**config.mk**
```make
export PLATFORM = sky130hd
export DESIGN_NAME = ysyx_25020047_mem_arb
export DESIGN_NICKNAME = d
export VERILOG_FILES = /design/src/rtl/ysyx_25020047_pkg.sv /design/src/rtl/ysyx_25020047_wdog.sv /design/src/rtl/ysyx_25020047_mem_arb.sv
export SDC_FILE = /design/constraint.sdc
export NUM_CORES = 1
export LEC_CHECK = 0
export ABC_AREA = 1
export BUFFER_PORTS_ARGS = -buffer_cell sky130_fd_sc_hd__buf_4
export CAP_MARGIN = 15
export CORE_UTILIZATION = 40
export DETAILED_ROUTE_END_ITERATION = 16
export GPL_TIMING_DRIVEN = 0
export PLACE_DENSITY = 0.7
export SYNTH_ARGS = -nofsm -noshare
export SYNTH_HDL_FRONTEND = slang
export SYNTH_SLANG_ARGS = --single-unit
```
**constraint.sdc**
```tcl
create_clock -name clk -period 3.5 [get_ports clk]
set_input_delay 0.175 -clock clk [delete_from_list [all_inputs] [get_ports clk]]
set_output_delay 0.175 -clock clk [all_outputs]
set_load 0.02 [all_outputs]
```
**src/rtl/ysyx_25020047_pkg.sv**
```systemverilog
// Shared definitions for the ysyx_25020047 memory arbiter.
//   - FSM state encoding (plain localparam constants)
//   - requester (owner) encoding
//   - default abort timeout, in cycles from grant to memory response
package ysyx_25020047_pkg;

    localparam logic [1:0] ST_IDLE = 2'd0;
    localparam logic [1:0] ST_REQ  = 2'd1;
    localparam logic [1:0] ST_WAIT = 2'd2;

    typedef enum logic {
        OWN_IFU = 1'b0,
        OWN_LSU = 1'b1
    } owner_e;

    localparam int TIMEOUT_DEFAULT = 255;

endpackage

```
**src/rtl/ysyx_25020047_wdog.sv**
```systemverilog
// Transaction watchdog for the memory arbiter.
// Ports:
//   clk, rst  : clock and asynchronous active-high reset
//   clear     : restart the count (asserted on grant)
//   enable    : count this cycle (transaction in flight)
//   limit     : number of in-flight cycles allowed
//   expired   : high in the cycle that is the limit-th in-flight cycle
module ysyx_25020047_wdog (
    input  logic        clk,
    input  logic        rst,
    input  logic        clear,
    input  logic        enable,
    input  logic [31:0] limit,
    output logic        expired
);

    logic [31:0] count;

    always_ff @(posedge clk or posedge rst) begin
        if (rst) begin
            count <= 32'd0;
        end else if (clear) begin
            count <= 32'd0;
        end else if (enable) begin
            count <= count + 32'd1;
        end
    end

    // count holds the number of completed in-flight cycles, so the current
    // cycle is number count+1; it expires when that reaches the limit.
    assign expired = enable && ((count + 32'd1) >= limit);

endmodule

```
**src/rtl/ysyx_25020047_mem_arb.sv**
```systemverilog
// Two-requester memory arbiter (IFU fetch / LSU load-store) with a single
// outstanding transaction and a response timeout.
// Ports:
//   clk, rst                         : clock, asynchronous active-high reset
//   ifu_valid/ifu_ready/ifu_addr     : IFU request handshake and address
//   ifu_rvalid                       : IFU response strobe
//   lsu_valid/ready/addr/wen/wdata/wmask : LSU request handshake and fields
//   lsu_rvalid                       : LSU response (load data / store ack)
//   rdata                            : shared response data, zero when idle
//   timeout_err                      : one-cycle pulse on abort
//   mem_valid/ready, mem_addr/wen/wdata/wmask : memory request side
//   mem_rvalid/mem_rdata             : memory response side
module ysyx_25020047_mem_arb
    import ysyx_25020047_pkg::*;
#(
    parameter int TIMEOUT_CYCLES = TIMEOUT_DEFAULT
) (
    input  logic        clk,
    input  logic        rst,
    input  logic        ifu_valid,
    output logic        ifu_ready,
    input  logic [31:0] ifu_addr,
    output logic        ifu_rvalid,
    input  logic        lsu_valid,
    output logic        lsu_ready,
    input  logic [31:0] lsu_addr,
    input  logic        lsu_wen,
    input  logic [31:0] lsu_wdata,
    input  logic [3:0]  lsu_wmask,
    output logic        lsu_rvalid,
    output logic [31:0] rdata,
    output logic        timeout_err,
    output logic        mem_valid,
    input  logic        mem_ready,
    output logic [31:0] mem_addr,
    output logic        mem_wen,
    output logic [31:0] mem_wdata,
    output logic [3:0]  mem_wmask,
    input  logic        mem_rvalid,
    input  logic [31:0] mem_rdata
);

    logic [1:0] state;
    logic [1:0] state_nxt;
    owner_e     owner;
    owner_e     last_grant;
    logic       grant_ifu;
    logic       grant_lsu;
    logic       busy;
    logic       resp;
    logic       expired;
    logic       abort;
    logic       done;

    // Grant decision; on contention the requester that did not win last
    // time goes first, so after reset (last_grant = IFU) the LSU wins.
    always_comb begin
        grant_ifu = 1'b0;
        grant_lsu = 1'b0;
        if (state == ST_IDLE) begin
            if (ifu_valid && lsu_valid) begin
                if (last_grant == OWN_IFU) grant_lsu = 1'b1;
                else                       grant_ifu = 1'b1;
            end else if (ifu_valid) begin
                grant_ifu = 1'b1;
            end else if (lsu_valid) begin
                grant_lsu = 1'b1;
            end
        end
    end

    assign busy  = (state == ST_REQ) || (state == ST_WAIT);
    // A real response in WAIT beats a timeout landing in the same cycle.
    assign resp  = (state == ST_WAIT) && mem_rvalid;
    assign abort = expired && !resp;
    assign done  = resp || abort;

    assign ifu_ready   = grant_ifu;
    assign lsu_ready   = grant_lsu;
    assign ifu_rvalid  = done && (owner == OWN_IFU);
    assign lsu_rvalid  = done && (owner == OWN_LSU);
    assign rdata       = resp ? mem_rdata : 32'h0;
    assign timeout_err = abort;
    assign mem_valid   = (state == ST_REQ);

    always_comb begin
        state_nxt = state;
        case (state)
            ST_IDLE: if (grant_ifu || grant_lsu) state_nxt = ST_REQ;
            ST_REQ: begin
                if (abort)          state_nxt = ST_IDLE;
                else if (mem_ready) state_nxt = ST_WAIT;
            end
            ST_WAIT: if (done) state_nxt = ST_IDLE;
            default: state_nxt = ST_IDLE;
        endcase
    end

    always_ff @(posedge clk or posedge rst) begin
        if (rst) begin
            state      <= ST_IDLE;
            owner      <= OWN_IFU;
            last_grant <= OWN_IFU;
            mem_addr   <= 32'h0;
            mem_wen    <= 1'b0;
            mem_wdata  <= 32'h0;
            mem_wmask  <= 4'h0;
        end else begin
            state <= state_nxt;
            if (grant_ifu) begin
                // Fetches are always reads; write fields are forced clean.
                owner      <= OWN_IFU;
                last_grant <= OWN_IFU;
                mem_addr   <= ifu_addr;
                mem_wen    <= 1'b0;
                mem_wdata  <= 32'h0;
                mem_wmask  <= 4'h0;
            end else if (grant_lsu) begin
                owner      <= OWN_LSU;
                last_grant <= OWN_LSU;
                mem_addr   <= lsu_addr;
                mem_wen    <= lsu_wen;
                mem_wdata  <= lsu_wdata;
                mem_wmask  <= lsu_wmask;
            end
        end
    end

    ysyx_25020047_wdog u_wdog (
        .clk     (clk),
        .rst     (rst),
        .clear   (grant_ifu || grant_lsu),
        .enable  (busy),
        .limit   (32'(TIMEOUT_CYCLES)),
        .expired (expired)
    );

endmodule

```
### Word level (Yosys, flattened, before mapping)

Cells that the tools add are included.

| cells by class | value |
|---|---|
| add/sub/neg operators | 1 |
| $lt $le $gt $ge | 1 |
| equality and inequality tests | 5 |
| multiplexer cells | 27 |
| bitwise gates (word level) | 1 |
| reductions and logical operators | 14 |

Operators with widths:

| operator | number |
|---|---|
| two-way mux 32 bit | 7 |
| adder 32 x 1 -> 32 bit, second input constant | 1 |
| greater-or-equal comparator 32 x 8 -> 1 bit, second input constant | 1 |
| two-way mux 1 bit | 13 |
| two-way mux 2 bit | 4 |
| two-way mux 4 bit | 2 |
| logical AND 1 bit | 6 |
| case mux 2 bit (3 select lines) | 1 |
| nonzero test 2 bit | 2 |
| logical OR 1 bit | 3 |
| != test 3 x 1 -> 1 bit, second input constant | 1 |
| AND reduction 3 bit | 1 |
| equality test 2 x 1 -> 1 bit, second input constant | 1 |
| equality test 2 bit, second input constant | 1 |
| logical NOT 2 bit | 1 |
| != test 2 x 1 -> 1 bit, second input constant | 1 |
| != test 2 bit, second input constant | 1 |
| logical NOT 1 bit | 1 |
| NOT 1 bit | 1 |

| storage, ports and cells | value |
|---|---|
| register bits after elaboration | 104 |
| output and inout bits | 107 |
| word-level logic and storage cells | 56 |

### Logic depth before layout (Yosys ltp)

Gate-level depths: netlist of run 1.

| logic depth | value |
|---|---|
| word-level depth | 7 |
| gate-level depth with buffers | 17 |
| mapped depth without buffers | 17 |

### Cells and area by module

Synthesis of run 1 repeated with hierarchy kept, for this count alone.

| second synthesis, totals | value |
|---|---|
| cells, all modules | 930 |
| area, all modules | 6456.2 µm² |

Modules (own cells, without submodules):

| module | times used | cells an instance | area each (µm²) |
|---|---|---|---|
| ysyx_25020047_mem_arb | 1 | 435 | 3352.0 |
| ysyx_25020047_wdog | 1 | 495 | 3104.2 |

### Least setup slack after synthesis of run 1

No wires, ideal clock.

| timing path | value |
|---|---|
| path type | register -> output |
| start point | register u_wdog.count[1] |
| end point | output port ifu_rvalid |
| arrival | 1922 ps |
| path slack | 1403 ps |
| stages on the path, launching flop included | 15 |
| cells stage by stage | dfrtp_1 > ha_1 > nand2_2 > nor2_4 > nand2_2 > nor2_4 > nand2_1 > nand2_1 > nand2_1 > nor2_1 > nand2_1 > nor2_2 > nand3_2 > a21boi_0 > nor2_1 |

| between the ends | value |
|---|---|
| cells in the longest elaborated chain, start to end | 6 |

Ends and longest elaborated chain:

| what | RTL line | text |
|---|---|---|
| start: declaration | ysyx_25020047_wdog.sv:17 | `logic [31:0] count;` |
| start signal: assignment | ysyx_25020047_wdog.sv:25 | `count <= count + 32'd1;` |
| adder 32 x 1 -> 32 bit | ysyx_25020047_wdog.sv:31 | `assign expired = enable && ((count + 32'd1) >= limit);` |
| greater-or-equal comparator 32 x 8 -> 1 bit | ysyx_25020047_wdog.sv:31 |  |
| logical AND 1 bit | ysyx_25020047_wdog.sv:31 |  |
| logical AND 1 bit | ysyx_25020047_mem_arb.sv:75 | `assign abort = expired && !resp;` |
| logical OR 1 bit | ysyx_25020047_mem_arb.sv:76 | `assign done = resp \|\| abort;` |
| logical AND 1 bit | ysyx_25020047_mem_arb.sv:80 | `assign ifu_rvalid = done && (owner == OWN_IFU);` |
| end: declaration | ysyx_25020047_mem_arb.sv:23 | `output logic ifu_rvalid,` |

Every way passes these cells.

### Worst setup path after layout of run 1

Ends and elaborated chain as after synthesis.

==> results of run 1 <==
==> Yosys cell counts, types with 2 or more instances <==
library cell	instances	area, um^2
xor2_1	4	35.03
a22o_1	37	324.1
nand4_1	6	37.54
nand3_2	4	40.04
nor2_1	112	420.4
o22ai_1	5	31.28
dfrtp_1	104	2603
o21ai_0	33	165.2
xnor2_1	2	17.52
nand3_1	27	135.1
buf_2	3	15.01
ha_1	5	62.56
nand2_1	211	792.0
buf_1	6	22.52
nor2_2	6	37.54
clkbuf_1	20	75.07
nor2_4	5	56.30
and2_1	2	12.51
a31oi_1	32	200.2
inv_1	81	304.0
nand2_2	5	31.28
==> metrics by stage <==
step / setup WS (ps) / hold slack (ps) / instances
global placement: -773.7 / 397.3 / 1136
CTS: 472.7 / 18.94 / 1154
floorplan: 592.8 / 315.1 / 715
detailed placement: 884.9 / 271.3 / 1137
finish: 505.7 / 26.75 / 1154
global route: 146.6 / 16.75 / 1154
==> routing by layer <==
metal	track usage [%]	vias to the layer above	routed length [um]
met5	0	-	0
met4	8.940	0	377
met3	7.288	26	1427
met2	39.33	190	8175
met1	32.08	2554	7294
li1	-	2808	-
==> how the worst max path moves through the flow <==
stage	endpoint	slack (ps)	cells after the start
after CTS	lsu_rvalid	470	13
final	ifu_rvalid	510	13
after global routing	lsu_rvalid	150	15
after floorplan	last_grant	590	1
after detailed placement	ifu_rvalid	880	13
after global placement	mem_wdata[9]	-770	2
==> worst max-delay path, stage by stage, from the launching register on <==
cell and delay (ps):
dfrtp_1 430, ha_1 250, nand2_2 90, nor2_4 170
nand3_1 230, o21ai_0 210, nand2_1 90, nor2_1 100
nand2_1 80, nor2_2 140, nand3_2 120, a21boi_0 300
nor2_1 70, buf_4 180
==> what timing repair did <==
action / CTS / global route
buffers inserted: 0 / 0
endpoints found under the hold margin: 39 / 0
hold buffers: 1 / 0
==> cell families (layout without fill, tap and decap cells) <==
group / count (synthesis) / after routing
and+or+nand+nor: 381 / 381
DFF: 104 / 104
buffers and inverters: 111 / 374
AOI/OAI and AO/OA: 108 / 108
xor gates and xnor gates: 6 / 6
adders and majority gates: 5 / 5
==> registers in the layout, indices dropped and copies added (netlist names) <==
name,flops
last_grant,1
mem_addr,32
mem_wdata,32
mem_wen,1
mem_wmask,4
state,2
u_wdog.count,32
==> cell type report <==
class | count | area (um^2)
sequential | 104 | 2603
timing repair buffer | 247 | 1877
clock buffer | 9 | 225.2
fill | 1264 | 5363
tap | 176 | 220.2
multi-input combinational | 500 | 2429
inverter | 82 | 310.3
buffer | 29 | 112.6
clock inverter | 7 | 103.9
==> power groups by stage <==
stage	registers, mW	logic (mW)	clock network, mW
CTS	1.86	2.87	1.12
global placement	1.87	2.84	0
floorplan	2.31	1.16	0
detailed placement	1.86	2.88	0
finish	1.87	2.84	1.10
global route	1.92	3.08	1.17
==> metrics.txt, run 1 <==
Setup TNS 0 ps; mapped cell area approximately 5500 um^2; P_int 3.293 mW; Synth async-reset ratio 100.0%; crit path DAT about 2800 ps; Worst Hold End mem_wdata[8]; via count 5578; Final setup viols 0; commonest non-fill, non-tap cell in the layout buf_4; Max Clock Skew 12.02 ps; drt drc 0; multiplexer area fraction after synthesis 0%; Rel. slew slack between 60 and 70%; pin count of the biggest net entering global routing 66; Area Growth Syn to Fin 44.55%; number of max-cap violations 0; min cycle time layout ~3000 ps; H-tree levels 3; crit-path max FO 6; Hold Path Depth 2; sequential share of the synthesized area between 40% and 50%; min-delay src lsu_wdata[8]; power per standard cell area about 740 nW/um^2; initial antenna violation count 0; largest family of logic cells by synthesized area simple AND/OR/NAND/NOR gates; Comb pwr share ~50%; setup slack, reg-to-reg ~970 ps; total CTS buffers 9; Final period util 85.55%; VDD IR-drop max between 0.0004 and 0.0005 V; Main synth FF type dfrtp_1; Finished Core Util 59.50%; #FFs+latches synth 104; Post-Synth XOR/XNOR Area 0.9640%; reg2reg start state[0]; DP HPWL around 13 mm; Leakage just over 4 nW; FF-to-FF path depth 9; grt total ovfl 0; most frequent cells in the layout buf_4, nand2_1, nor2_1, dfrtp_1, inv_1; first-pass GRT wire length 27.16 mm; initial drt markers around 360; Antenna Nets Post-Route 0; total placed instance area ~7500 um^2; number of buffers added on ports 245; Hold Fails Final Rpt 0; nets@finish around 1100; reg-to-reg endpoint u_wdog.count[1]; RSZ-0062 raised after global routing false; total track usage approximately 25%; CTS tree yes; post_cts resized 0; synthesized instance count a little over 700; Clk pin slew, worst setup/hold paths 80 ps; DIE AREA 14100 um^2; Mean Syn Cell Area roughly 7.6 um^2; Clk Latency, worst-skew pair approximately 360 ps; syn_nets between 800 and 900; CP endpoint kind output port; compound-cell area share of the yosys netlist about an eighth; sequential power share between 30% and 40%; root buf cell clkbuf_16; CORE AREA ~13000 um^2; Synth cell types 26; Routed WL approximately 17 mm; drt first pass iters 5; Slew @ Worst Pin 555.7 ps; Via-to-Cell Ratio around 4.8; P_sw between 2 and 3 mW; post-synthesis simple-gate area fraction 29.08%; Initial Utilization around 41%; design area about 7900 um^2; Post-Synth Adder-Cell Area 1.148%; max-slew violation count 0; Die X roughly 120 um; Hold Crit Class in -> reg; layout cells sized above 1 between 20 and 30%; Worst setup SP type register; fmax between 300 and 400 MHz; Clock power frac between 10% and 20%; io pins approximately 250; critical setup path kind reg -> out; Sw Ratio between 40% and 50%; ANT cells 0; vias in the first global route approximately 5300; YS warnings 0; CP required roughly 3300 ps; die height roughly 120 um; GPL Wtd Cong 0.8716; Sink Count roughly 100; std cell rows 42; post-DR wirelength/cell approximately 15 um; clock buffer depth 2; outcome completed; count of flip-flops with a built-in enable after synthesis 0; CP startpoint u_wdog.count[1]; power consumption between 5 and 6 mW
Power figures use the tool's default switching activity.
==> inputs of run 2 (changes only) <==
--- a/config.mk
+++ b/config.mk
@@ -8,10 +8,9 @@
 export ABC_AREA = 1
 export BUFFER_PORTS_ARGS = -buffer_cell sky130_fd_sc_hd__buf_4
 export CAP_MARGIN = 15
-export CORE_UTILIZATION = 40
+export CORE_UTILIZATION = 25
 export DETAILED_ROUTE_END_ITERATION = 16
 export GPL_TIMING_DRIVEN = 0
-export PLACE_DENSITY = 0.7
 export SYNTH_ARGS = -nofsm -noshare
 export SYNTH_HDL_FRONTEND = slang
 export SYNTH_SLANG_ARGS = --single-unit
==> constraint.sdc (replaced) <==
create_clock -name clk -period 3.5 [get_ports clk]
set_input_delay 0.525 -clock clk [delete_from_list [all_inputs] [get_ports clk]]
set_output_delay 0.525 -clock clk [all_outputs]
set_load 0.02 [all_outputs]
==> run 2 against run 1 <==
Hold slack improved by 240 ps. Total power decreased by 1.5%. Combinational power about the same. Die area increased by 59%. Worst setup slack got worse by 190 ps. Sequential share of layout area decreased by 0.36 points. Wire length about the same. Cell count increased by 8.5%. Design area increased by 1.2%. Clock-buffer cell count increased by 1. Sequential cell count unchanged. Critical endpoint unchanged.
==> metrics.txt, run 2 (synthesis results as in run 1) <==
design area 7971 um^2 (+1.2%); CORE AREA 21220 um^2 (+60%); total CTS buffers 9 (unchanged); total track usage 15.38% (-9.4 points); most frequent cells in the layout buf_4, nand2_1, nor2_1, dfrtp_1, inv_1; number of max-cap violations 0 (unchanged); FF-to-FF path depth 10 (+1); reg-to-reg endpoint u_wdog.count[23]; initial drt markers 178 (-50%); initial antenna violation count 0 (unchanged); min cycle time layout 3181 ps (+186.3 ps); reg2reg start state[0]; GPL Wtd Cong 0.7987 (-8.4%); Hold Fails Final Rpt 0 (unchanged); Clk Latency, worst-skew pair 350 ps (about the same); CP most frequent cell nand2_1; Die X 149.7 um (+26%); fmax 314.4 MHz (-5.9%); Leakage 4.017 nW (-0.46%); setup bufs post-CTS 0 (unchanged); Routed WL 17.26 mm (about the same); root buf cell clkbuf_16; crit path DAT 2660 ps (-160 ps); via count 5463 (-2.1%); Post-CTS Hold Buffers 0 (-1); post_cts resized 0 (unchanged); worst-path cell chain ha_2 > nand2_2 > nor2_4 > nand2_1 > nor2_2 > nand2_1 > nand2_1 > nand2_1 > nor2_1 > nand2_1 > nor2_2 > nand3_2 > a21boi_1 > nor2_1 > buf_4; critical setup path kind reg -> out; biggest regs mem_addr: 32 flops, mem_wdata: 32 flops, u_wdog.count: 32 flops; post-DR wirelength/cell 13.79 um (-7.9%); FILL cells 2246 (+78%); layout cells sized above 1 29.79% (+0.34 points); CP max stage delay 420 ps (about the same); grt total ovfl 0 (unchanged); Placed Cells 1236 (+8.7%); power per standard cell area 718.4 nW/um^2 (-2.6%); crit path buf inv count 1 (unchanged); slowest CP cell dfrtp_2; filler-free cell count of the finished design 1252 (+8.5%); Final setup viols 0 (unchanged); total placed instance area 7665 um^2 (+1.6%); Rel. slew slack 56.08% (-6.7 points); multi-input logic area 2434 um^2 (+0.21%); Area Growth Syn to Fin 46.22%; Sink Count 104 (unchanged); DP HPWL 13.55 mm (+2.0%); vias in the first global route 5405 (+1.5%); Antenna Nets Post-Route 0 (unchanged); die height 149.7 um (+26%); VDD IR-drop max 0.0004910 V (+9.7%); std cell rows 53 (+26%); commonest non-fill, non-tap cell in the layout buf_4; max-slew violation count 0 (unchanged); first-pass GRT wire length 27.39 mm (+0.87%); ANT cells 0 (unchanged); Via-to-Cell Ratio 4.363 (-9.7%); DIE AREA 22400 um^2 (+59%); RSZ-0062 raised after global routing false; Slew @ Worst Pin 658.8 ps (+103.0 ps); Clk pin slew, worst setup/hold paths 80 ps (about the same); outcome completed; Max Clock Skew 9.245 ps (-2.780 ps); H-tree levels 3 (unchanged); CP endpoint kind output port; Final period util 90.87% (+5.3 points); CP required 2970 ps (-350 ps); number of buffers added on ports 245 (unchanged); Hold Crit Class in -> async; critical path's top delay family simple AND/OR/NAND/NOR gates; pin count of the biggest net entering global routing 56 (-15%); CTS tree yes; crit-path max FO 6 (unchanged); drt drc 0 (unchanged); register area 2604 um^2 (about the same); nets@finish 1116 (-0.090%); drt first pass iters 4 (-1); WHS 270.4 ps (+243.7 ps); setup slack, reg-to-reg 950 ps (-20 ps); clock buffer depth 2 (unchanged); io pins 246 (unchanged); Initial Utilization 25.69% (-15 points); Worst setup SP type register
==> run 2: worst max-delay path by stage <==
| stage | endpoint | startpoint | slack (ps) | depth (start not counted) |
|---|---|---|---|---|
| global route | ifu_rvalid | u_wdog.count[1] | 10 | 15 |
| floorplan | last_grant | rst | 240 | 1 |
| finish | ifu_rvalid | u_wdog.count[1] | 320 | 15 |
| CTS | ifu_rvalid | u_wdog.count[1] | 60 | 15 |
| global placement | mem_wdata[17] | rst | -1230 | 2 |
| detailed placement | ifu_rvalid | u_wdog.count[1] | 470 | 15 |
==> run 2: routing by layer <==
layer  track usage [%]  part of all wire (%)
met4             4.495                   1.5
met3             3.537                   5.3
met5                 0                     0
met2             25.35                    49
met1             19.99                    44
==> run 2: cell type report <==
type | count | share of cell area [%]
Inverter | 82 | 3.893
Clock inverter | 6 | 0.7691
Clock buffer | 10 | 2.998
Timing Repair Buffer | 246 | 23.42
Tap cell | 275 | 4.316
Multi-Input combinational cell | 500 | 30.53
Sequential cell | 104 | 32.66
Buffer | 29 | 1.413
==> run 2: stage by stage <==
stage / setup TNS [ps] / util [%] / setup slack, ps / total power, mW
final: 0 / 37.56 / 319.4 / 5.726
after detailed placement: 0 / 36.12 / 467.4 / 4.754
after floorplan: 0 / - / 242.8 / 3.475
after global routing: 0 / 37.56 / 13.34 / 6.085
after global placement: -126930 / 35.98 / -1233 / 4.729
after CTS: 0 / 37.54 / 64.48 / 5.793
==> run 2: report_power, final <==
group / switching, mW / total, mW / internal (mW)
Sequential: 0.249 / 1.87 / 1.62
Combinational: 1.73 / 2.83 / 1.10
Clock: 0.509 / 1.03 / 0.521
Total: 2.49 / 5.73 / 3.24
==> run 2: worst reg2reg max path: stages, from the launching register on <==
cell and delay (ps):
dfrtp_1 380, inv_1 70, ha_1 250, and3_1 170, buf_2 190, nor2_2 330, inv_1 120, nor2_1 450
buf_2 350, nand2_1 80, o21ai_0 90
